<file path="config.mk">
export PLATFORM = sky130hd
export DESIGN_NAME = alu_seq_flat
export DESIGN_NICKNAME = d
export VERILOG_FILES = /design/src/rtl/alu_seq_pkg.sv /design/src/rtl/alu_seq_if.sv /design/src/rtl/alu_seq_core.sv /design/src/rtl/alu_seq.sv /design/src/flat_wrapper.sv
export SDC_FILE = /design/constraint.sdc
export NUM_CORES = 1
export LEC_CHECK = 0
export CAP_MARGIN = 25
export CORE_MARGIN = 4
export CORE_UTILIZATION = 30
export CTS_CLUSTER_SIZE = 10
export DETAILED_ROUTE_END_ITERATION = 10
export HOLD_SLACK_MARGIN = 0.08
export PLACE_DENSITY = 0.49
export RECOVER_POWER = 50
export SLEW_MARGIN = 20
export SYNTH_ARGS = -nofsm -noshare
export SYNTH_HDL_FRONTEND = slang
export SYNTH_HIERARCHICAL = 1
export SYNTH_SLANG_ARGS = --single-unit
export TNS_END_PERCENT = 30
</file>
<file path="constraint.sdc">
create_clock -name clk -period 4.9 [get_ports clk]
set_clock_uncertainty 0.15 [all_clocks]
set_input_delay 0.98 -clock clk [delete_from_list [all_inputs] [get_ports clk]]
set_output_delay 0.98 -clock clk [all_outputs]
set_load 0.05 [all_outputs]
</file>
<file path="src/rtl/alu_seq_pkg.sv">
// Shared opcodes, flag payload and sizing helper for the sequential ALU.
package alu_seq_pkg;

  localparam logic [2:0] OP_ADD  = 3'b000;
  localparam logic [2:0] OP_OR   = 3'b001;
  localparam logic [2:0] OP_AND  = 3'b010;
  localparam logic [2:0] OP_XOR  = 3'b011;
  localparam logic [2:0] OP_SUB  = 3'b100;
  localparam logic [2:0] OP_SHL  = 3'b101;
  localparam logic [2:0] OP_SHR  = 3'b110;
  localparam logic [2:0] OP_PASS = 3'b111;

  typedef struct packed {
    logic c;
    logic z;
    logic n;
    logic v;
  } flags_t;

  // Number of low b bits used as the shift amount.
  function automatic int unsigned shamt_w(input int unsigned width);
    return $clog2(width);
  endfunction

endpackage

</file>
<file path="src/rtl/alu_seq_if.sv">
// Operand/op beat in, result/flags out, with valid/ready on both sides.
interface alu_seq_if #(parameter int unsigned WIDTH = 8);
  logic             in_valid;
  logic             in_ready;
  logic [WIDTH-1:0] a;
  logic [WIDTH-1:0] b;
  logic [2:0]       sel;
  logic             acc_en;
  logic             acc_clr;
  logic             out_valid;
  logic             out_ready;
  logic [WIDTH-1:0] out;
  logic             flag_c;
  logic             flag_z;
  logic             flag_n;
  logic             flag_v;
  logic [WIDTH-1:0] acc;

  modport master (
    output in_valid, a, b, sel, acc_en, acc_clr, out_ready,
    input  in_ready, out_valid, out, flag_c, flag_z, flag_n, flag_v, acc
  );

  modport slave (
    input  in_valid, a, b, sel, acc_en, acc_clr, out_ready,
    output in_ready, out_valid, out, flag_c, flag_z, flag_n, flag_v, acc
  );
endinterface

</file>
<file path="src/rtl/alu_seq_core.sv">
// Combinational ALU datapath: result plus carry/borrow and signed overflow.
module alu_seq_core
  import alu_seq_pkg::*;
#(
  parameter int unsigned WIDTH = 8
) (
  input  logic [WIDTH-1:0] a,
  input  logic [WIDTH-1:0] b,
  input  logic [2:0]       sel,
  output logic [WIDTH-1:0] result_c,
  output logic             carry_c,
  output logic             ovf_c
);

  localparam int unsigned SHAMT_W = shamt_w(WIDTH);

  logic [WIDTH:0]   sum_c;
  logic [WIDTH:0]   diff_c;
  logic [SHAMT_W-1:0] shamt_c;

  always_comb begin
    sum_c    = {1'b0, a} + {1'b0, b};
    diff_c   = {1'b0, a} - {1'b0, b};
    shamt_c  = b[SHAMT_W-1:0];
    result_c = b;
    carry_c  = 1'b0;
    ovf_c    = 1'b0;
    case (sel)
      OP_ADD: begin
        result_c = sum_c[WIDTH-1:0];
        carry_c  = sum_c[WIDTH];
        ovf_c    = (a[WIDTH-1] == b[WIDTH-1]) && (sum_c[WIDTH-1] != a[WIDTH-1]);
      end
      OP_OR:  result_c = a | b;
      OP_AND: result_c = a & b;
      OP_XOR: result_c = a ^ b;
      // Top bit of the extended difference is the unsigned borrow.
      OP_SUB: begin
        result_c = diff_c[WIDTH-1:0];
        carry_c  = diff_c[WIDTH];
        ovf_c    = (a[WIDTH-1] != b[WIDTH-1]) && (diff_c[WIDTH-1] != a[WIDTH-1]);
      end
      OP_SHL:  result_c = a << shamt_c;
      OP_SHR:  result_c = a >> shamt_c;
      default: result_c = b;
    endcase
  end

endmodule

</file>
<file path="src/rtl/alu_seq.sv">
// Registered ALU with accumulator mode and a single-entry output stage.
module alu_seq
  import alu_seq_pkg::*;
#(
  parameter int unsigned WIDTH = 8
) (
  input logic     clk,
  input logic     rst,
  alu_seq_if.slave bus
);

  localparam logic [0:0] ST_EMPTY = 1'b0;
  localparam logic [0:0] ST_FULL  = 1'b1;

  logic [0:0]       state_q, state_d;
  logic [WIDTH-1:0] out_q, out_d;
  logic [WIDTH-1:0] acc_q, acc_d;
  flags_t           flags_q, flags_d;
  logic [WIDTH-1:0] a_eff_c;
  logic [WIDTH-1:0] result_c;
  logic             carry_c;
  logic             ovf_c;
  logic             ready_c;
  logic             accept_c;

  assign ready_c  = (state_q == ST_EMPTY) || bus.out_ready;
  assign accept_c = bus.in_valid && ready_c;
  // A same-cycle clear wins over the accumulator as the A operand.
  assign a_eff_c  = bus.acc_clr ? '0 : (bus.acc_en ? acc_q : bus.a);

  alu_seq_core #(.WIDTH(WIDTH)) u_core (
    .a        (a_eff_c),
    .b        (bus.b),
    .sel      (bus.sel),
    .result_c (result_c),
    .carry_c  (carry_c),
    .ovf_c    (ovf_c)
  );

  always_comb begin
    state_d = state_q;
    out_d   = out_q;
    flags_d = flags_q;
    acc_d   = acc_q;
    if (accept_c) begin
      state_d   = ST_FULL;
      out_d     = result_c;
      flags_d.c = carry_c;
      flags_d.z = (result_c == '0);
      flags_d.n = result_c[WIDTH-1];
      flags_d.v = ovf_c;
    end else if (bus.out_ready) begin
      state_d = ST_EMPTY;
    end
    if (accept_c && bus.acc_en) begin
      acc_d = result_c;
    end else if (bus.acc_clr) begin
      acc_d = '0;
    end
  end

  always_ff @(posedge clk) begin
    if (rst) begin
      state_q <= ST_EMPTY;
      out_q   <= '0;
      flags_q <= '0;
      acc_q   <= '0;
    end else begin
      state_q <= state_d;
      out_q   <= out_d;
      flags_q <= flags_d;
      acc_q   <= acc_d;
    end
  end

  assign bus.in_ready  = ready_c;
  assign bus.out_valid = (state_q == ST_FULL);
  assign bus.out       = out_q;
  assign bus.flag_c    = flags_q.c;
  assign bus.flag_z    = flags_q.z;
  assign bus.flag_n    = flags_q.n;
  assign bus.flag_v    = flags_q.v;
  assign bus.acc       = acc_q;

endmodule

</file>
<file path="src/flat_wrapper.sv">
// flat-port wrapper written by rule: the top's interface ports become plain ports
module alu_seq_flat import alu_seq_pkg::*;
#(
  parameter int unsigned WIDTH = 8
)
  (clk, rst, bus_in_valid, bus_a, bus_b, bus_sel, bus_acc_en, bus_acc_clr, bus_out_ready, bus_in_ready, bus_out_valid, bus_out, bus_flag_c, bus_flag_z, bus_flag_n, bus_flag_v, bus_acc);
  alu_seq_if #(.WIDTH(WIDTH)) bus_i ();
  input logic clk;
  input logic rst;
  input wire logic [$bits(bus_i.in_valid)-1:0] bus_in_valid;
  input wire logic [$bits(bus_i.a)-1:0] bus_a;
  input wire logic [$bits(bus_i.b)-1:0] bus_b;
  input wire logic [$bits(bus_i.sel)-1:0] bus_sel;
  input wire logic [$bits(bus_i.acc_en)-1:0] bus_acc_en;
  input wire logic [$bits(bus_i.acc_clr)-1:0] bus_acc_clr;
  input wire logic [$bits(bus_i.out_ready)-1:0] bus_out_ready;
  output wire logic [$bits(bus_i.in_ready)-1:0] bus_in_ready;
  output wire logic [$bits(bus_i.out_valid)-1:0] bus_out_valid;
  output wire logic [$bits(bus_i.out)-1:0] bus_out;
  output wire logic [$bits(bus_i.flag_c)-1:0] bus_flag_c;
  output wire logic [$bits(bus_i.flag_z)-1:0] bus_flag_z;
  output wire logic [$bits(bus_i.flag_n)-1:0] bus_flag_n;
  output wire logic [$bits(bus_i.flag_v)-1:0] bus_flag_v;
  output wire logic [$bits(bus_i.acc)-1:0] bus_acc;
  assign bus_i.in_valid = bus_in_valid;
  assign bus_i.a = bus_a;
  assign bus_i.b = bus_b;
  assign bus_i.sel = bus_sel;
  assign bus_i.acc_en = bus_acc_en;
  assign bus_i.acc_clr = bus_acc_clr;
  assign bus_i.out_ready = bus_out_ready;
  assign bus_in_ready = bus_i.in_ready;
  assign bus_out_valid = bus_i.out_valid;
  assign bus_out = bus_i.out;
  assign bus_flag_c = bus_i.flag_c;
  assign bus_flag_z = bus_i.flag_z;
  assign bus_flag_n = bus_i.flag_n;
  assign bus_flag_v = bus_i.flag_v;
  assign bus_acc = bus_i.acc;
  alu_seq #(.WIDTH(WIDTH)) u_core (.clk(clk), .rst(rst), .bus(bus_i));
endmodule
</file>
==> flow_metrics.env <==
export IMPL_synthTopCellsByArea="dfxtp_1 (14%), ha_1 (11%), mux4_2 (8.0%), nor2_1 (5.6%), a21oi_1 (5.5%)"
export IMPL_die_h_um=104.6
export IMPL_synth_cell_types=60
export IMPL_grt_pass1_vias=2722
export IMPL_vias=2765
export IMPL_yosysTopAreaCell="dfxtp_1"
export IMPL_die_w_um=104.6
export IMPL_drtAntennaViolNets=0
export IMPL_fin_crit_ps=4370
export IMPL_gp_congestion=0.9256
export IMPL_finalSetupViolations=0
export IMPL_fin_crit_sh_pct=89.18
export IMPL_cp_arrival_ps=4330
export IMPL_cts_resized=0
export IMPL_drive_gt1_share_pct=14.62
export IMPL_post_drt_wl_per_cell_um=17.71
export IMPL_h_tree_depth=1
export IMPL_ys_seq_area_share_pct=14.30
export IMPL_grtUsageTotal_pct=15.81
export IMPL_whs_ps=316.2
export IMPL_start_util_pct=31.48
export IMPL_clk_latency_ps=260
export IMPL_synth_async_reset_ratio_pct=0
export IMPL_core_um2=8891
export IMPL_grt_pass1_wl_um=14550
export IMPL_synth_ff_type="dfxtp_1"
export IMPL_holdPathStages=2
export IMPL_crit_slowest_cell="clkdlybuf4s50_1"
export IMPL_path_buf_inv=3
export IMPL_cp_start_kind="input pin"
export IMPL_crit_type="in2reg"
export IMPL_root_buffer="clkbuf_8"
export IMPL_cts_tree="built"
export IMPL_nFillCells=944
export IMPL_met3_length_um=528
export IMPL_overflow=0
export IMPL_rows=34
export IMPL_crit_required_ps=4860
export IMPL_relSlewSlack_pct=34.27
export IMPL_power_uw=592.1
export IMPL_synth_cells=347
export IMPL_status="finished, final reports clean"
export IMPL_fin_nets=436
export IMPL_ioPinCount=47
export IMPL_cts_buffer_depth=2
export IMPL_p_leak_nw=1.344
export IMPL_reg2reg_depth=13
export IMPL_post_cts_setup_buffer_count=0
export IMPL_wl_um=8695
export IMPL_vdd_drop_max_mv=0.1269
export IMPL_die_area_um2=10940
export IMPL_vias_per_cell=5.631
export IMPL_cts_hold_buf=0
export IMPL_finalHoldViolCount=0
export IMPL_worstHoldEndpoint="u_core/bus.out[5]"
export IMPL_synth_nets=399
export IMPL_portBuffers=46
export IMPL_utilization_pct=37.66
export IMPL_place_ws_ps=225.2
export IMPL_path_max_fanout=13
export IMPL_path_clk_slew_ps=70
export IMPL_max_cap_violations=0
export IMPL_p_per_area_nw_per_um2=176.9
export IMPL_wl_met2_um=3903
export IMPL_slew_violations=0
export IMPL_synthTopCellsByCount="nor2_1 (42), a21oi_1 (31), ha_1 (25)"
export IMPL_cts_buffers=3
export IMPL_fin_ws_ps=530.2
export IMPL_r2r_start="u_core/bus.acc[4]"
export IMPL_hold_class="reg2reg"
export IMPL_tns_ps=0
export IMPL_worst_pin_slew_ps=982.8
export IMPL_dr_pass1_iters=4
export IMPL_fmax_ghz=0.2288
export IMPL_cp_top_family="compound AO/OA/AOI/OAI gates"
export IMPL_synth_most_common_cell="nor2_1"
export IMPL_grt_max_degree=29
export IMPL_drtIter0Drc=185
export IMPL_areaGrowthSynthToFinish_pct=19.62
export IMPL_netlist_area_leader_share_pct=14.30
export IMPL_wl_met1_um=4201
export IMPL_synth_edf_count=0
export IMPL_rrSetupSlack_ps=1600
export IMPL_synth_seq_cells=20
export IMPL_antenna_cells=0
export IMPL_drc=0
export IMPL_rsz0062_at_grt="no"
export IMPL_maxUsedRoutingLayer="met4"
export IMPL_critical_path_max_stage_delay_ps=610
export IMPL_reg2reg_to="u_core/bus.flag_z"
export IMPL_path_cells="clkdlybuf4s50_1 -> buf_4 -> mux2i_1 -> nor2_1 -> inv_1 -> ha_1 -> a21o_1 -> a211o_1 -> a21oi_1 -> xnor2_1 -> nand2_1 -> a41oi_1 -> nor4_1 -> nand4_1 -> a21oi_2"
export IMPL_dp_hpwl_um=6935
export IMPL_antenna_found_initial=0
export IMPL_cts_sinks=20
export IMPL_endpoint_kind="flop"
export IMPL_avgSynthCellArea_um2=8.066
export IMPL_netlist_area_um2=2799
export IMPL_ys_warn_count=6
export IMPL_min_delay_start="u_core/bus.out[5]"
-- worst max path at each step --
stage,endpoint,startpoint,slack (ps),cells after the start
CTS,u_core/bus.flag_z,bus_acc_en,500,15
global placement,u_core/bus.flag_z,bus_acc_en,240,15
global route,u_core/bus.acc[6],bus_acc_en,240,14
finish,u_core/bus.flag_z,bus_acc_en,530,15
detailed placement,u_core/bus.flag_z,bus_acc_en,230,15
floorplan,u_core/bus.flag_z,bus_acc_en,1040,15
-- power breakdown --
| group | switching, mW | internal [mW] | total, mW | leakage, nW |
|---|---|---|---|---|
| Sequential | 0.00576 | 0.171 | 0.177 | 0.163 |
| Combinational | 0.177 | 0.113 | 0.289 | 1.15 |
| Clock | 0.0543 | 0.0715 | 0.126 | 0.0288 |
| Total | 0.237 | 0.355 | 0.592 | 1.34 |
-- area by class of cell --
cell class	count	area [um2]	share of cell area, %
Multi-Input combinational cell	273	2092	62.48
Clock buffer	4	55.05	1.644
Inverter	26	100.1	2.990
Timing Repair Buffer	60	565.5	16.89
Tap cell	108	135.1	4.036
Sequential cell	20	400.4	11.96
-- cell usage in the layout, fill, tap and decap left out, types with 9 or more instances in the layout --
| cell | count |
|---|---|
| clkdlybuf4s50_1 | 25 |
| nand4_1 | 10 |
| a21oi_1 | 31 |
| mux2i_1 | 15 |
| inv_1 | 23 |
| nand2_1 | 14 |
| dlygate4sd3_1 | 21 |
| xnor2_1 | 9 |
| ha_1 | 25 |
| buf_4 | 14 |
| a21oi_2 | 10 |
| dfxtp_1 | 20 |
| mux4_2 | 10 |
| o21ai_2 | 10 |
| nand3_1 | 12 |
| nor2_1 | 42 |
-- worst min-delay path, cell delays in order (launching register included) --
cell	delay, ps
dfxtp_1	320
o21ai_2	60
a21oi_2	50
-- metal layers --
| metal | GRT usage, % | up-vias |
|---|---|---|
| met3 | 2.035 | 4 |
| met4 | 1.593 | 0 |
| met5 | 0 | - |
| met2 | 25.05 | 104 |
| li1 | - | 1344 |
| met1 | 23.74 | 1313 |
-- sequential cells by signal (all words and copies together), names as in the netlist --
name,flops
u_core/bus.flag_v,1
u_core/bus.flag_z,1
u_core/bus.flag_c,1
u_core/bus.out,8
u_core/bus.out_valid,1
u_core/bus.acc,8
-- cells by family (layout without fill, tap and decap cells) --
| family | count (synthesis) | in the layout | share of synthesized area [%] |
|---|---|---|---|
| mux | 25 | 25 | 13.41 |
| fa+ha+maj | 27 | 27 | 12.61 |
| simple gates | 100 | 100 | 17.08 |
| xor+xnor | 12 | 12 | 3.755 |
| buf+inv | 54 | 90 | 10.95 |
| flops | 20 | 20 | 14.30 |
| compound gates | 109 | 109 | 27.90 |
-- stage by stage --
stage | std cells | area (um2)
3_5_place_dp | 487 | 3293
3_3_place_gp | 487 | 3293
6_report | 491 | 3348
5_1_grt | 491 | 3348
2_1_floorplan | 347 | 2799
4_1_cts | 491 | 3348
Note: power is estimated with default switching activity, not from simulation.
